<file path="src/rtl/lifo_stack_ctrl.sv">
// Parametrised LIFO stack: push, pop, replace-top, registered top-of-stack view and sticky error flags.
// Define STACK_WATERMARK_EN to build the max_count high-watermark register; otherwise max_count is tied to 0.
module lifo_stack_ctrl #(
    parameter int DATA_WIDTH  = 8,
    parameter int STACK_DEPTH = 16,
    parameter int ADDR_WIDTH  = 4,
    parameter int AF_LEVEL    = 12
) (
    input  logic                  clk,
    input  logic                  reset_n,
    input  logic                  clear,
    input  logic                  push,
    input  logic                  pop,
    input  logic [DATA_WIDTH-1:0] din,
    output logic [DATA_WIDTH-1:0] pop_data,
    output logic                  pop_valid,
    output logic [DATA_WIDTH-1:0] top_data,
    output logic [ADDR_WIDTH:0]   count,
    output logic                  empty,
    output logic                  full,
    output logic                  almost_full,
    output logic                  overflow,
    output logic                  underflow,
    output logic [ADDR_WIDTH:0]   max_count
);

    localparam logic [ADDR_WIDTH:0]   DEPTH_C = (ADDR_WIDTH+1)'(STACK_DEPTH);
    localparam logic [ADDR_WIDTH:0]   AF_C    = (ADDR_WIDTH+1)'(AF_LEVEL);
    localparam logic [ADDR_WIDTH:0]   ONE_S   = (ADDR_WIDTH+1)'(1);
    localparam logic [ADDR_WIDTH:0]   TWO_S   = (ADDR_WIDTH+1)'(2);
    localparam logic [ADDR_WIDTH-1:0] ONE_A   = ADDR_WIDTH'(1);
    localparam logic [ADDR_WIDTH-1:0] TWO_A   = ADDR_WIDTH'(2);

    logic [DATA_WIDTH-1:0] mem [0:STACK_DEPTH-1];

    logic [ADDR_WIDTH:0]   sp;
    logic [ADDR_WIDTH:0]   sp_next;
    logic [ADDR_WIDTH-1:0] sp_lo;
    logic [ADDR_WIDTH-1:0] wr_addr;
    logic [ADDR_WIDTH-1:0] rd_addr;
    logic [DATA_WIDTH-1:0] rd_data;
    logic                  do_replace;
    logic                  do_push;
    logic                  do_pop;
    logic                  push_reject;
    logic                  pop_reject;
    logic                  wr_en;

    assign count       = sp;
    assign empty       = (sp == '0);
    assign full        = (sp == DEPTH_C);
    assign almost_full = (sp >= AF_C);

    // Replace-top wins over a plain push whenever there is an entry to replace, even when full.
    assign do_replace  = push && pop && !empty;
    assign do_push     = push && !do_replace && !full;
    assign do_pop      = pop && !push && !empty;
    assign push_reject = push && !do_replace && full;
    assign pop_reject  = pop && empty;

    assign sp_lo   = sp[ADDR_WIDTH-1:0];
    assign wr_addr = do_replace ? (sp_lo - ONE_A) : sp_lo;
    assign wr_en   = reset_n && !clear && (do_push || do_replace);
    assign rd_addr = sp_lo - TWO_A;
    assign rd_data = mem[rd_addr];

    always_comb begin
        sp_next = sp;
        if (clear) begin
            sp_next = '0;
        end else if (do_push) begin
            sp_next = sp + ONE_S;
        end else if (do_pop) begin
            sp_next = sp - ONE_S;
        end
    end

    always_ff @(posedge clk) begin
        if (wr_en) begin
            mem[wr_addr] <= din;
        end
    end

    always_ff @(posedge clk or negedge reset_n) begin
        if (!reset_n) begin
            sp        <= '0;
            pop_data  <= '0;
            pop_valid <= 1'b0;
            top_data  <= '0;
            overflow  <= 1'b0;
            underflow <= 1'b0;
        end else if (clear) begin
            sp        <= '0;
            pop_valid <= 1'b0;
            top_data  <= '0;
            overflow  <= 1'b0;
            underflow <= 1'b0;
        end else begin
            sp        <= sp_next;
            pop_valid <= 1'b0;
            if (do_replace) begin
                pop_data  <= top_data;
                pop_valid <= 1'b1;
                top_data  <= din;
            end else if (do_push) begin
                top_data <= din;
            end else if (do_pop) begin
                pop_data  <= top_data;
                pop_valid <= 1'b1;
                // The entry below the current top becomes visible; nothing is left below a single entry.
                top_data  <= (sp >= TWO_S) ? rd_data : '0;
            end
            if (push_reject) begin
                overflow <= 1'b1;
            end
            if (pop_reject) begin
                underflow <= 1'b1;
            end
        end
    end

`ifdef STACK_WATERMARK_EN
    logic [ADDR_WIDTH:0] max_q;

    always_ff @(posedge clk or negedge reset_n) begin
        if (!reset_n) begin
            max_q <= '0;
        end else if (clear) begin
            max_q <= '0;
        end else if (sp_next > max_q) begin
            max_q <= sp_next;
        end
    end

    assign max_count = max_q;
`else
    assign max_count = '0;
`endif

endmodule

</file>
<file path="config.mk">
export PLATFORM = sky130hd
export DESIGN_NAME = lifo_stack_ctrl
export DESIGN_NICKNAME = d
export VERILOG_FILES = /design/src/rtl/lifo_stack_ctrl.sv
export SDC_FILE = /design/constraint.sdc
export NUM_CORES = 1
export LEC_CHECK = 0
export ABC_AREA = 1
export CORE_MARGIN = 10
export CORE_UTILIZATION = 55
export CTS_CLUSTER_SIZE = 24
export DETAILED_ROUTE_END_ITERATION = 6
export PLACE_DENSITY = 0.78
export SYNTH_ARGS = -nofsm -noshare
export SYNTH_HDL_FRONTEND = slang
export SYNTH_SLANG_ARGS = --single-unit
</file>
<file path="constraint.sdc">
create_clock -name clk -period 3.4 [get_ports clk]
set_input_delay 0.34 -clock clk [delete_from_list [all_inputs] [get_ports clk]]
set_output_delay 0.34 -clock clk [all_outputs]
set_load 0.1 [all_outputs]
</file>
==> metrics.cfg, run 1 <==
[status]
outcome = finished, final reports clean

[power_and_ir_drop]
ir_worst_vdd_v = 0.0004831
clkPwrFrac_pct = 25.4
total_power_uw = 7836
pwr-share-seq_pct = 29.0
p_int_uw = 4357
switching_share_pct = 44.39
power.density_nw_per_um2 = 952.5
p_switching_uw = 3479
p_comb_share_pct = 45.6
cellLeakagePower_uw = 0.003634

[sta]
grt_setup_unrepaired = no
finalHoldViolations = 0
finalSetupViolations = 0
slew_headroom_pct = 32.25
setup_tns_ps = 0
clock_skew_ps = 10.39
tightestPinTransition_ps = 1013
slew_violations = 0
period_minus_slack_ps = 2628
timing.final.crit_share_pct = 77.29
fmax_mhz = 380.5

[drt]
wl_um = 16300
ant_nets = 0
firstDrtPassIters = 6
routedWlPerCell_um = 17.38
vias = 5019
vias_per_cell = 5.351
drt_first_iter_violations = 705
drc = 0

[cells_and_area]
layout_commonest_cell = nand2_1
drive_gt1_share_pct = 9.791
fin_nets = 776
area_growth_syn_to_layout_pct = 15.90
final_cell_mix = nand2_1, edfxtp_1, inv_1
fillers = 927
diodes = 0
layout.cells.non_filler = 938

[global_routing]
grt_usage_pct = 18.64
gr-total-overflow = 0
antenna_found_initial = 0
grt_pass1_wl_um = 25820
first_global_vias = 4977
grt_max_degree = 70

[critical_path]
start_kind = register
r2r_slack_ps = 770
cp.arrival_ps = 2690
cpMaxStageDelayCell = nor2_1
timing.rr.start = count[0]$_DFFE_PN0P_
crit_family = simple AND/OR/NAND/NOR gates
crit_chain = buf_4 -> nand2_1 -> nand2_1 -> xor2_1 -> nand2_1 -> nand2_1 -> nand2_1 -> nor2_1
cp_common_cell = nand2_1
rr_worst_depth = 8
slowest_delay_ps = 580
worstSetupPathType = reg -> reg
critPathCaptureType = register
critPathMaxFanout = 69
cp.buffers_inverters = 1
r2r-end = mem[5][2]$_DFFE_PP_
cp.required_ps = 3460

[clock_network]
cts_inserted_buffers = 17
tritoncts = yes
postCtsHoldBufs = 0
cts_setup_buffers = 0
clk-insertion-delay-late_ps = 440
clk_pin_slew_ps = 60
cts_resized = 0
cts-htree-levels = 4
clockRootBuffer = clkbuf_16
clockBufferDepth = 2
numClockSinks = 152

[placement]
gp_congestion = 0.8788
dp_hpwl_um = 10570
numPlacedInstances = 906
io_buffers = 39

[floorplanning]
coreArea_um2 = 12620
design.die.area_um2 = 17850
start_util_pct = 56.25
io_pins = 45
die_h_um = 133.6
fp.dieW_um = 133.6
fp-row-count = 41

[yosys]
synthesis.area_um2 = 7098
syn_area_per_cell_um2 = 9.927
synth_ff_type = edfxtp_1
synth_cells = 715
synth_seq_area_share_pct = 62.61
synth.distinct_cells = 39
synth_warnings = 0
ys_ff_latch = 152
synth_edf_count = 128
async_reset_ff_share_pct = 15.79

[hold_path]
holdCritPathClass = in -> async

[job]
maxCapViolCount = 0

sequential cells by signal (all words and copies together), names as in the netlist:
register and count:
count 5, mem 128, overflow 1, pop_data 8, pop_valid 1, top_data 8
underflow 1
cell usage after synthesis (5+ instances only):
cell type / count / share of area, %
dfrtp_1: 24 / 8.5
o21ai_0: 5 / 0.35
nand2_1: 239 / 13
mux2_2: 8 / 1.3
nand3_1: 102 / 7.2
clkbuf_1: 8 / 0.42
inv_1: 111 / 5.9
buf_4: 9 / 0.95
edfxtp_1: 128 / 54
ha_1: 9 / 1.6
buf_2: 8 / 0.56
nor2_1: 17 / 0.90
inv_2: 5 / 0.26
per-layer routing:
metal	share of wire, %	vias to the layer above	global-route usage (%)
met5	0	-	0
li1	-	2364	-
met3	9.0	38	5.526
met2	48	238	30.01
met4	2.4	0	7.437
met1	40	2379	23.05
power by group through the flow:
stage / Combinational (uW) / Clock [uW] / Sequential (uW)
2_1_floorplan: 1960 / 0 / 2980
3_3_place_gp: 3430 / 0 / 2300
3_5_place_dp: 3510 / 0 / 2310
4_1_cts: 3540 / 2010 / 2270
5_1_grt: 3810 / 2090 / 2290
6_report: 3570 / 1990 / 2270
cells by family (layout without fill, tap and decap cells):
logic type	count (synthesis)	after routing	synth area share, %
DFF	152	152	62.61
muxes	8	8	1.269
other	1	5	0.05283
AOI/OAI and AO/OA	16	16	1.516
buffers and inverters	147	194	8.655
and+or+nand+nor	375	375	23.18
xor gates and xnor gates	6	6	0.8461
adders and majority gates	10	10	1.869
worst register-to-register path: cells and delay by family, from the launching register on:
family	cells	cell delay, ps
and+or+nand+nor	6	1170
DFF	1	360
xor gates and xnor gates	1	170
buffers and inverters	1	560
metrics by stage:
stage | worst slack, ps | hold slack [ps] | util [%] | instance area, um^2
6_report | 772.0 | 401.5 | 65.19 | 8227
2_1_floorplan | 205.8 | 44.41 | - | 7116
5_1_grt | 597.4 | 416.9 | 65.19 | 8227
4_1_cts | 782.8 | 395.8 | 65.19 | 8227
3_3_place_gp | 662.5 | 488.1 | 60.25 | 7604
3_5_place_dp | 574.4 | 479.2 | 60.25 | 7604
how the worst max path moves through the flow:
stage,depth (start not counted),endpoint,from
detailed placement,7,mem[13][4]$_DFFE_PP_,push
finish,8,mem[5][2]$_DFFE_PP_,count[0]$_DFFE_PN0P_
floorplan,14,count[4]$_DFFE_PN0P_,count[1]$_DFFE_PN0P_
global placement,7,mem[13][5]$_DFFE_PP_,push
CTS,8,mem[4][1]$_DFFE_PP_,count[0]$_DFFE_PN0P_
global route,8,mem[4][2]$_DFFE_PP_,count[0]$_DFFE_PN0P_
area by class of cell:
cell class              instances  area, um^2  share of cell area [%]
flip-flops and latches        152        4447                   54.05
clock buffers                  19       432.9                   5.262
multi-input cells             420        2054                   24.97
inverters                     117       439.2                   5.338
well taps                     172       215.2                   2.616
repair buffers                 45       447.9                   5.445
clock inverters                13       190.2                   2.312
(Power assumes the default switching activity.)
==> inputs of run 2 (changes only) <==
- CORE_UTILIZATION: 55 -> 54
- PLACE_DENSITY: 0.78 -> 0.8
- clock period: 3.4 -> 2.4 ns (I/O delays scaled with it)
==> run 2 against run 1 <==
Compared with the run above:
- sequential share of layout area fell by 2.1 points
- fmax up 15%
- largest cell class unchanged
- highest routed layer unchanged
- setup slack lost 660 ps
==> metrics.cfg, run 2 (same netlist as run 1, synthesis figures left out) <==
[status]
outcome = finished, final reports clean

[cells_and_area]
diodes = 0  ; unchanged
fin_nets = 802  ; +3.4%
layout_commonest_cell = nand2_1
area_growth_syn_to_layout_pct = 20.82
drive_gt1_share_pct = 19.19  ; +9.4 points
largest_register = mem
layout.cells.non_filler = 964  ; +2.8%
fillers = 920  ; -0.76%
stdcell_area_um2 = 8576  ; +4.2%
top_regs = mem (128), pop_data (8), top_data (8)
final_cell_mix = nand2_1, edfxtp_1, inv_1
largest_reg_flops = 128  ; unchanged

[critical_path]
r2r_slack_ps = 110  ; -660 ps
start_kind = register
rr_worst_depth = 11  ; +3
r2r-end = top_data[7]$_DFFE_PN0P_
cp.buffers_inverters = 3  ; +2
cp.required_ps = 2710  ; -750 ps
slowest_delay_ps = 420  ; -160 ps
crit_family = buffers and inverters
timing.rr.start = count[1]$_DFFE_PN0P_
cpMaxStageDelayCell = dfrtp_4
critPathMaxFanout = 16  ; -77%
worstSetupPathType = reg -> reg
crit_chain = clkinvlp_4 -> buf_4 -> ha_1 -> inv_1 -> nand3_1 -> nand3_1 -> nand2_1 -> nand2_1 -> nand2_1 -> nand2_1 -> nand2_1
cp_common_cell = nand2_1
critPathCaptureType = register
cp.arrival_ps = 2600  ; -90 ps

[clock_network]
clockRootBuffer = clkbuf_16
tritoncts = yes
clk-insertion-delay-late_ps = 430  ; about the same
cts_inserted_buffers = 17  ; unchanged
clockBufferDepth = 2  ; unchanged
clk_pin_slew_ps = 60  ; about the same
cts-htree-levels = 4  ; unchanged
numClockSinks = 152  ; unchanged

[sta]
timing.final.crit_share_pct = 95.46  ; +18 points
tightestPinTransition_ps = 524.1  ; -489.1 ps
finalHoldViolations = 0  ; unchanged
period_minus_slack_ps = 2291  ; -336.8 ps
clock_skew_ps = 8.782  ; -1.612 ps
setup_tns_ps = 0  ; unchanged
slew_headroom_pct = 65.02  ; +33 points
finalSetupViolations = 0  ; unchanged
slew_violations = 0  ; unchanged
holdWs_ps = 281.9  ; -119.6 ps
fmax_mhz = 436.5  ; +15%

[placement]
numPlacedInstances = 927  ; +2.3%
dp_hpwl_um = 11200  ; +6.0%
gp_congestion = 0.9108  ; +3.6%
placed_area_um2 = 7929  ; +4.3%
io_buffers = 39  ; unchanged

[drt]
firstDrtPassIters = 6  ; unchanged
routedWlPerCell_um = 17.15  ; -1.3%
drt_first_iter_violations = 450  ; -36%
vias = 5105  ; +1.7%
ant_nets = 0  ; unchanged
wl_um = 16530  ; +1.4%
drc = 0  ; unchanged
vias_per_cell = 5.296  ; -1.0%

[floorplanning]
coreArea_um2 = 12720  ; +0.81%
die_h_um = 134.7  ; +0.79%
io_pins = 45  ; unchanged
design.die.area_um2 = 18130  ; +1.6%
fp-row-count = 41  ; unchanged
fp.dieW_um = 134.7  ; +0.79%
start_util_pct = 55.79  ; -0.45 points

[global_routing]
grt_max_degree = 38  ; -46%
first_global_vias = 5060  ; +1.7%
gr-total-overflow = 0  ; unchanged
grt_usage_pct = 18.96  ; +0.32 points
grt_pass1_wl_um = 26340  ; +2.0%
antenna_found_initial = 0  ; unchanged

[power_and_ir_drop]
cellLeakagePower_uw = 0.003786  ; +4.2%
power.density_nw_per_um2 = 1323  ; +39%
ir_worst_vdd_v = 0.0006201  ; +28%

[job]
maxCapViolCount = 0  ; unchanged

[hold_path]
holdCritPathClass = in -> async

## run 2: how the worst max path moves through the flow
stage / cells after the start / slack [ps] / endpoint / start
3_3_place_gp: 9 / 50 / mem[8][5]$_DFFE_PP_ / count[1]$_DFFE_PN0P_
6_report: 11 / 110 / top_data[7]$_DFFE_PN0P_ / count[1]$_DFFE_PN0P_
3_5_place_dp: 9 / -0.4 / mem[8][4]$_DFFE_PP_ / count[1]$_DFFE_PN0P_
5_1_grt: 12 / -9 / count[4]$_DFFE_PN0P_ / count[1]$_DFFE_PN0P_
4_1_cts: 9 / -5 / mem[8][4]$_DFFE_PP_ / count[1]$_DFFE_PN0P_
2_1_floorplan: 15 / -630 / count[4]$_DFFE_PN0P_ / count[0]$_DFFE_PN0P_
## run 2: what timing repair did
action	CTS	global route
hold buffers	0	0
gates resized for setup	0	11
buffers inserted	0	5
pin swaps	0	14
hold endpoints to repair	0	0
setup endpoints to repair	27	130
## run 2: final cells by class
cell class	instances	area (um^2)	area share (%)
inverter	117	447.9	5.223
multi-input combinational	420	2306	26.89
clock inverter	12	125.1	1.459
clock buffer	20	436.7	5.092
tap	172	215.2	2.509
sequential	152	4453	51.93
timing repair buffer	71	591.8	6.901
## run 2: per-layer routing
metal | vias to the layer above | track usage (%) | wire length (um)
li1 | 2421 | - | -
met1 | 2390 | 22.40 | 6316
met2 | 259 | 31.82 | 8410
met3 | 35 | 4.562 | 1359
met4 | 0 | 9.129 | 446
met5 | - | 0 | 0
## run 2: stage by stage
step | setup slack [ps] | utilization [%] | power [uW]
2_1_floorplan | -626.3 | - | 7317
3_3_place_gp | 46.94 | 62.32 | 8527
3_5_place_dp | -0.4117 | 62.32 | 8642
4_1_cts | -4.625 | 66.74 | 11190
5_1_grt | -9.485 | 67.41 | 11950
6_report | 108.9 | 67.41 | 11350
## run 2: where the power goes
part           internal (uW)  leakage (uW)  total (uW)  switching, uW
registers               3080       0.00147        3210            129
logic                   1590       0.00205        5600           4010
clock network           1520      0.000262        2530           1010
total                   6200       0.00379       11300           5150
==> inputs of run 3 (changes only) <==
- CORE_UTILIZATION: 54 -> 55
- GPL_ROUTABILITY_DRIVEN: default -> 1
- PLACE_DENSITY: 0.8 -> 0.78
- clock period: 2.4 -> 2.8 ns (I/O delays scaled with it)
==> run 3 against run 2 <==
Compared with the run above:
- via count decreased by 2.1%
- setup slack improved by 180 ps
- sequential share of layout area up 1.7 points
- clock power fell by 8%
- register-to-register slack improved by 180 ps
- core utilization fell by 1.6 points
- critical endpoint is now mem[0][1]$_DFFE_PP_
- highest routed layer unchanged
==> metrics.cfg, run 3 (same netlist as run 1, synthesis figures left out) <==
[critical_path]
timing.rr.start = count[1]$_DFFE_PN0P_
crit_family = simple AND/OR/NAND/NOR gates
cpMaxStageDelayCell = dfrtp_4
r2r-end = mem[0][1]$_DFFE_PP_
critPathMaxFanout = 8  ; -8
worstSetupPathType = reg -> reg
critPathCaptureType = register
cp.arrival_ps = 2600  ; about the same
start_kind = register
rr_worst_depth = 7  ; -4
r2r_slack_ps = 290  ; +180 ps
cp_common_cell = nand3_4
crit_chain = clkinv_1 -> ha_4 -> nand3_4 -> nand3_4 -> xor2_1 -> nand3_2 -> nor2_2
slowest_delay_ps = 410  ; about the same
cp.required_ps = 2880  ; +170 ps
cp.buffers_inverters = 1  ; -2

[sta]
clock_skew_ps = 6.253  ; -2.529 ps
finalSetupViolations = 0  ; unchanged
tightestPinTransition_ps = 850.2  ; +326.1 ps
grt_setup_unrepaired = no
period_minus_slack_ps = 2514  ; +222.9 ps
setup_tns_ps = 0  ; unchanged
finalHoldViolations = 0  ; unchanged
slew_violations = 0  ; unchanged
holdWs_ps = 297.0  ; +15.04 ps
timing.final.crit_share_pct = 89.79  ; -5.7 points
setup_slack_ps = 286.0  ; +177.1 ps
slew_headroom_pct = 43.14  ; -22 points
fmax_mhz = 397.8  ; -8.9%

[cells_and_area]
final_cell_mix = nand2_1, edfxtp_1, inv_1
fillers = 975  ; +6.0%
area_growth_syn_to_layout_pct = 16.99
largest_reg_flops = 128  ; unchanged
diodes = 0  ; unchanged
top_regs = mem (128), pop_data (8), top_data (8)
layout_commonest_cell = nand2_1
largest_register = mem
fin_nets = 780  ; -2.7%
layout.cells.non_filler = 941  ; -2.4%
drive_gt1_share_pct = 16.12  ; -3.1 points

[global_routing]
grt_pass1_wl_um = 26100  ; -0.95%
grt_max_degree = 70  ; +84%
antenna_found_initial = 0  ; unchanged
gr-total-overflow = 0  ; unchanged
first_global_vias = 5025  ; -0.69%
grt_usage_pct = 18.93  ; -0.037 points

[floorplanning]
io_pins = 45  ; unchanged
fp.dieW_um = 133.6  ; -0.78%
coreArea_um2 = 12620  ; -0.81%
design.die.area_um2 = 17850  ; -1.6%
start_util_pct = 56.25  ; +0.45 points
die_h_um = 133.6  ; -0.78%
fp-row-count = 41  ; unchanged

[power_and_ir_drop]
power.density_nw_per_um2 = 1155  ; -13%
cellLeakagePower_uw = 0.003691  ; -2.5%
ir_worst_vdd_v = 0.0006957  ; +12%
total_power_uw = 9592  ; -15%

[hold_path]
holdCritPathClass = in -> async

[clock_network]
cts_inserted_buffers = 17  ; unchanged
cts_setup_buffers = 0  ; unchanged
clk_pin_slew_ps = 60  ; about the same
clk-insertion-delay-late_ps = 430  ; about the same
cts-htree-levels = 4  ; unchanged
numClockSinks = 152  ; unchanged
clockRootBuffer = clkbuf_16
tritoncts = yes
clockBufferDepth = 2  ; unchanged

[placement]
io_buffers = 39  ; unchanged
dp_hpwl_um = 10740  ; -4.1%
dp_slack_ps = 314.1  ; +314.5 ps
gp_congestion = 0.9036  ; -0.79%
numPlacedInstances = 910  ; -1.8%

[drt]
vias = 4998  ; -2.1%
firstDrtPassIters = 5  ; -1
routedWlPerCell_um = 17.20  ; +0.26%
wl_um = 16180  ; -2.1%
vias_per_cell = 5.311  ; +0.30%
drc = 0  ; unchanged
ant_nets = 0  ; unchanged
drt_first_iter_violations = 558  ; +24%

[job]
maxCapViolCount = 0  ; unchanged

[status]
outcome = finished, final reports clean

-- run 3: cell count changes in the layout (fill, tap and decap cells not counted), moves of 3 or more --
cell | previous run | this run
buf_4 | 56 | 34
nand2_1 | 235 | 239
clkinvlp_4 | 5 | 2
clkinv_4 | 0 | 3
nor2_2 | 2 | 19
nor2_4 | 19 | 2
-- run 3: area by class of cell --
type	count	area [um^2]	share of cell area, %
Clock buffer	18	429.2	5.168
Sequential cell	152	4453	53.62
Clock inverter	13	180.2	2.170
Tap cell	172	215.2	2.592
Inverter	117	441.7	5.319
Multi-Input combinational cell	420	2158	25.99
Timing Repair Buffer	49	426.7	5.138
-- run 3: metrics by stage --
stage | util [%] | area (um^2)
2_1_floorplan | - | 7253
3_3_place_gp | 60.95 | 7691
3_5_place_dp | 60.95 | 7691
4_1_cts | 65.77 | 8300
5_1_grt | 65.80 | 8304
6_report | 65.80 | 8304
-- run 3: routing by layer --
layer	up-vias	wire [um]	part of all wire [%]	global-route usage, %
met5	-	0	0	0
li1	2374	-	-	-
met3	36	1348	8.3	4.925
met4	0	485	3.0	9.553
met1	2370	6401	40	22.37
met2	218	7946	49	31.28
-- run 3: worst max path at each step --
stage	start	endpoint	slack, ps	cells after the start
2_1_floorplan	count[0]$_DFFE_PN0P_	count[4]$_DFFE_PN0P_	-230	15
3_3_place_gp	count[0]$_DFFE_PN0P_	mem[6][3]$_DFFE_PP_	390	8
3_5_place_dp	count[0]$_DFFE_PN0P_	mem[1][0]$_DFFE_PP_	310	8
4_1_cts	count[0]$_DFFE_PN0P_	mem[1][0]$_DFFE_PP_	280	8
5_1_grt	count[1]$_DFFE_PN0P_	mem[12][2]$_DFFE_PP_	120	7
6_report	count[1]$_DFFE_PN0P_	mem[0][1]$_DFFE_PP_	290	7
-- run 3: repair_timing --
item                                   4_1_cts  5_1_grt
gates resized for setup                      0        1
endpoints found under the hold margin        0        0
hold buffers                                 0        0
setup endpoints to repair                    0        8
-- run 3: power breakdown --
group | total [uW] | switching, uW | internal (uW) | leakage (uW)
clock network | 2340 | 863 | 1480 | 0.000293
registers | 2770 | 129 | 2650 | 0.00147
logic | 4480 | 3260 | 1220 | 0.00193
==> RTL edit (settings of run 1) <==
Set the parameter `DATA_WIDTH` to 12 (it was 8).
--- a/src/rtl/lifo_stack_ctrl.sv
+++ b/src/rtl/lifo_stack_ctrl.sv
@@ -2,5 +2,5 @@
 // Define STACK_WATERMARK_EN to build the max_count high-watermark register; otherwise max_count is tied to 0.
 module lifo_stack_ctrl #(
-    parameter int DATA_WIDTH  = 8,
+    parameter int DATA_WIDTH  = 12,
     parameter int STACK_DEPTH = 16,
     parameter int ADDR_WIDTH  = 4,
Ports: changed (resized din, pop_data and top_data); port bits go from 45 to 57. No check against the original RTL was run, so the function may have changed too.
==> RTL edit against run 1 <==
Synthesized area up 44%. Sequential cell count up 72. Cell area up 43%. First-iteration DRC count up 15%. Total power up 33%. Setup slack worse by 0.10 ns. Fmax down 3.8%. Critical path depth up 1. Routed wire length up 44%. Die area up 37%. Largest power group unchanged.
==> RTL edit: results (changes against run 1) <==
PLACED_CELL_AREA_MM2=0.01102  # +45%
SYN-MEAN-INSTANCE-AREA_UM2=10.06  # +1.3%
GRT_FIRST_PASS_WIRELENGTH_MM=37.38  # +45%
INSERTION_DELAY_NS=0.51  # +0.07 ns
TIMING.CRITICAL_PATH.SLOWEST_CELL_DELAY_NS=0.63  # +0.05 ns
FINISH.NET_COUNT=1105  # +42%
CP.ARRIVAL_NS=2.95  # +0.26 ns
WL_PER_CELL_UM=17.76  # +2.2%
CRIT_END='mem[4][4]$_DFFE_PP_'
DRIVE_GT1_FRAC=0.09799  # about the same
LAYOUT.CELLS.NON_FILLER=1321  # +41%
PRE_CTS_WS_NS=0.5522  # -0.02219 ns
PLACER_CONGESTION_ESTIMATE=0.8672  # -1.3%
HOLD_SLACK_NS=0.4136  # +0.01204 ns
NUMBER_OF_SYNTHESIZED_FLOPS_WITH_AN_ENABLE_PIN=192  # +50%
POWER_CLOCK_mW=2.44  # +23%
ITERATION_0_DRC_MARKERS=811  # +15%
CTS_BUFFER_DEPTH=3  # +1
GRT_MAX_DEGREE=100  # +43%
GRT.TOTAL_USAGE=0.1919  # +0.005478
MAXIMUM_CLOCK_SKEW_AT_FINAL_LAYOUT_NS=0.01997  # +0.009580 ns
WORST_SLACK_NS=0.6678  # -0.1042 ns
CTSHTREEMAXLEVEL=1  # -3
SYN2LAYOUT_AREA_GROWTH_PCT=14.86
REG2REGPATHDEPTH=9  # +1
CRITICAL-PATH-SLOWEST-CELL='sky130_fd_sc_hd__buf_4'
AVGVIACOUNTPERCELL=5.342  # -0.16%
CRITPATHMAXFANOUT=76  # +10%
NUMCTSBUFFERS=23  # +6
P_COMB_mW=4.68  # +31%
RUN_STATUS='finished clean'
PLACEMENT.IO_BUFFERS=51  # +31%
SWITCHINGPOWER_mW=4.531  # +30%
YOSYSUNIQUECELLTYPES=37  # -5.1%
NFILLCELLS=1410  # +52%
PEAK_SUPPLY_DROP_uV=596.6  # +23%
==> RTL edit: layout make-up <==
cell class	count	share of cell area
Timing Repair Buffer	82	0.06436
Inverter	167	0.05339
Clock inverter	12	0.01140
Multi-Input combinational cell	580	0.2367
Tap cell	229	0.02440
Sequential cell	224	0.5595
Clock buffer	27	0.05030
==> RTL edit: layer usage <==
| metal | wire [um] | GRT usage |
|---|---|---|
| met1 | 9515 | 0.2503 |
| met2 | 11240 | 0.3135 |
| met3 | 1968 | 0.03755 |
| met4 | 735 | 0.06966 |
| met5 | 0 | 0 |
==> RTL edit: cells by family (layout without fill, tap and decap cells) <==
group                    Yosys count  in the layout  share of synthesized area
multiplexers                      12             12                    0.01322
AO/OA/AOI/OAI                     16             16                    0.01126
buffers and inverters            216            288                    0.08727
adder cells (fa/ha/maj)           10             10                    0.01297
XOR/XNOR                           5              5                   0.004285
flip-flops                       224            224                     0.6424
other                              1              5                  0.0003668
AND/OR/NAND/NOR                  532            532                     0.2283
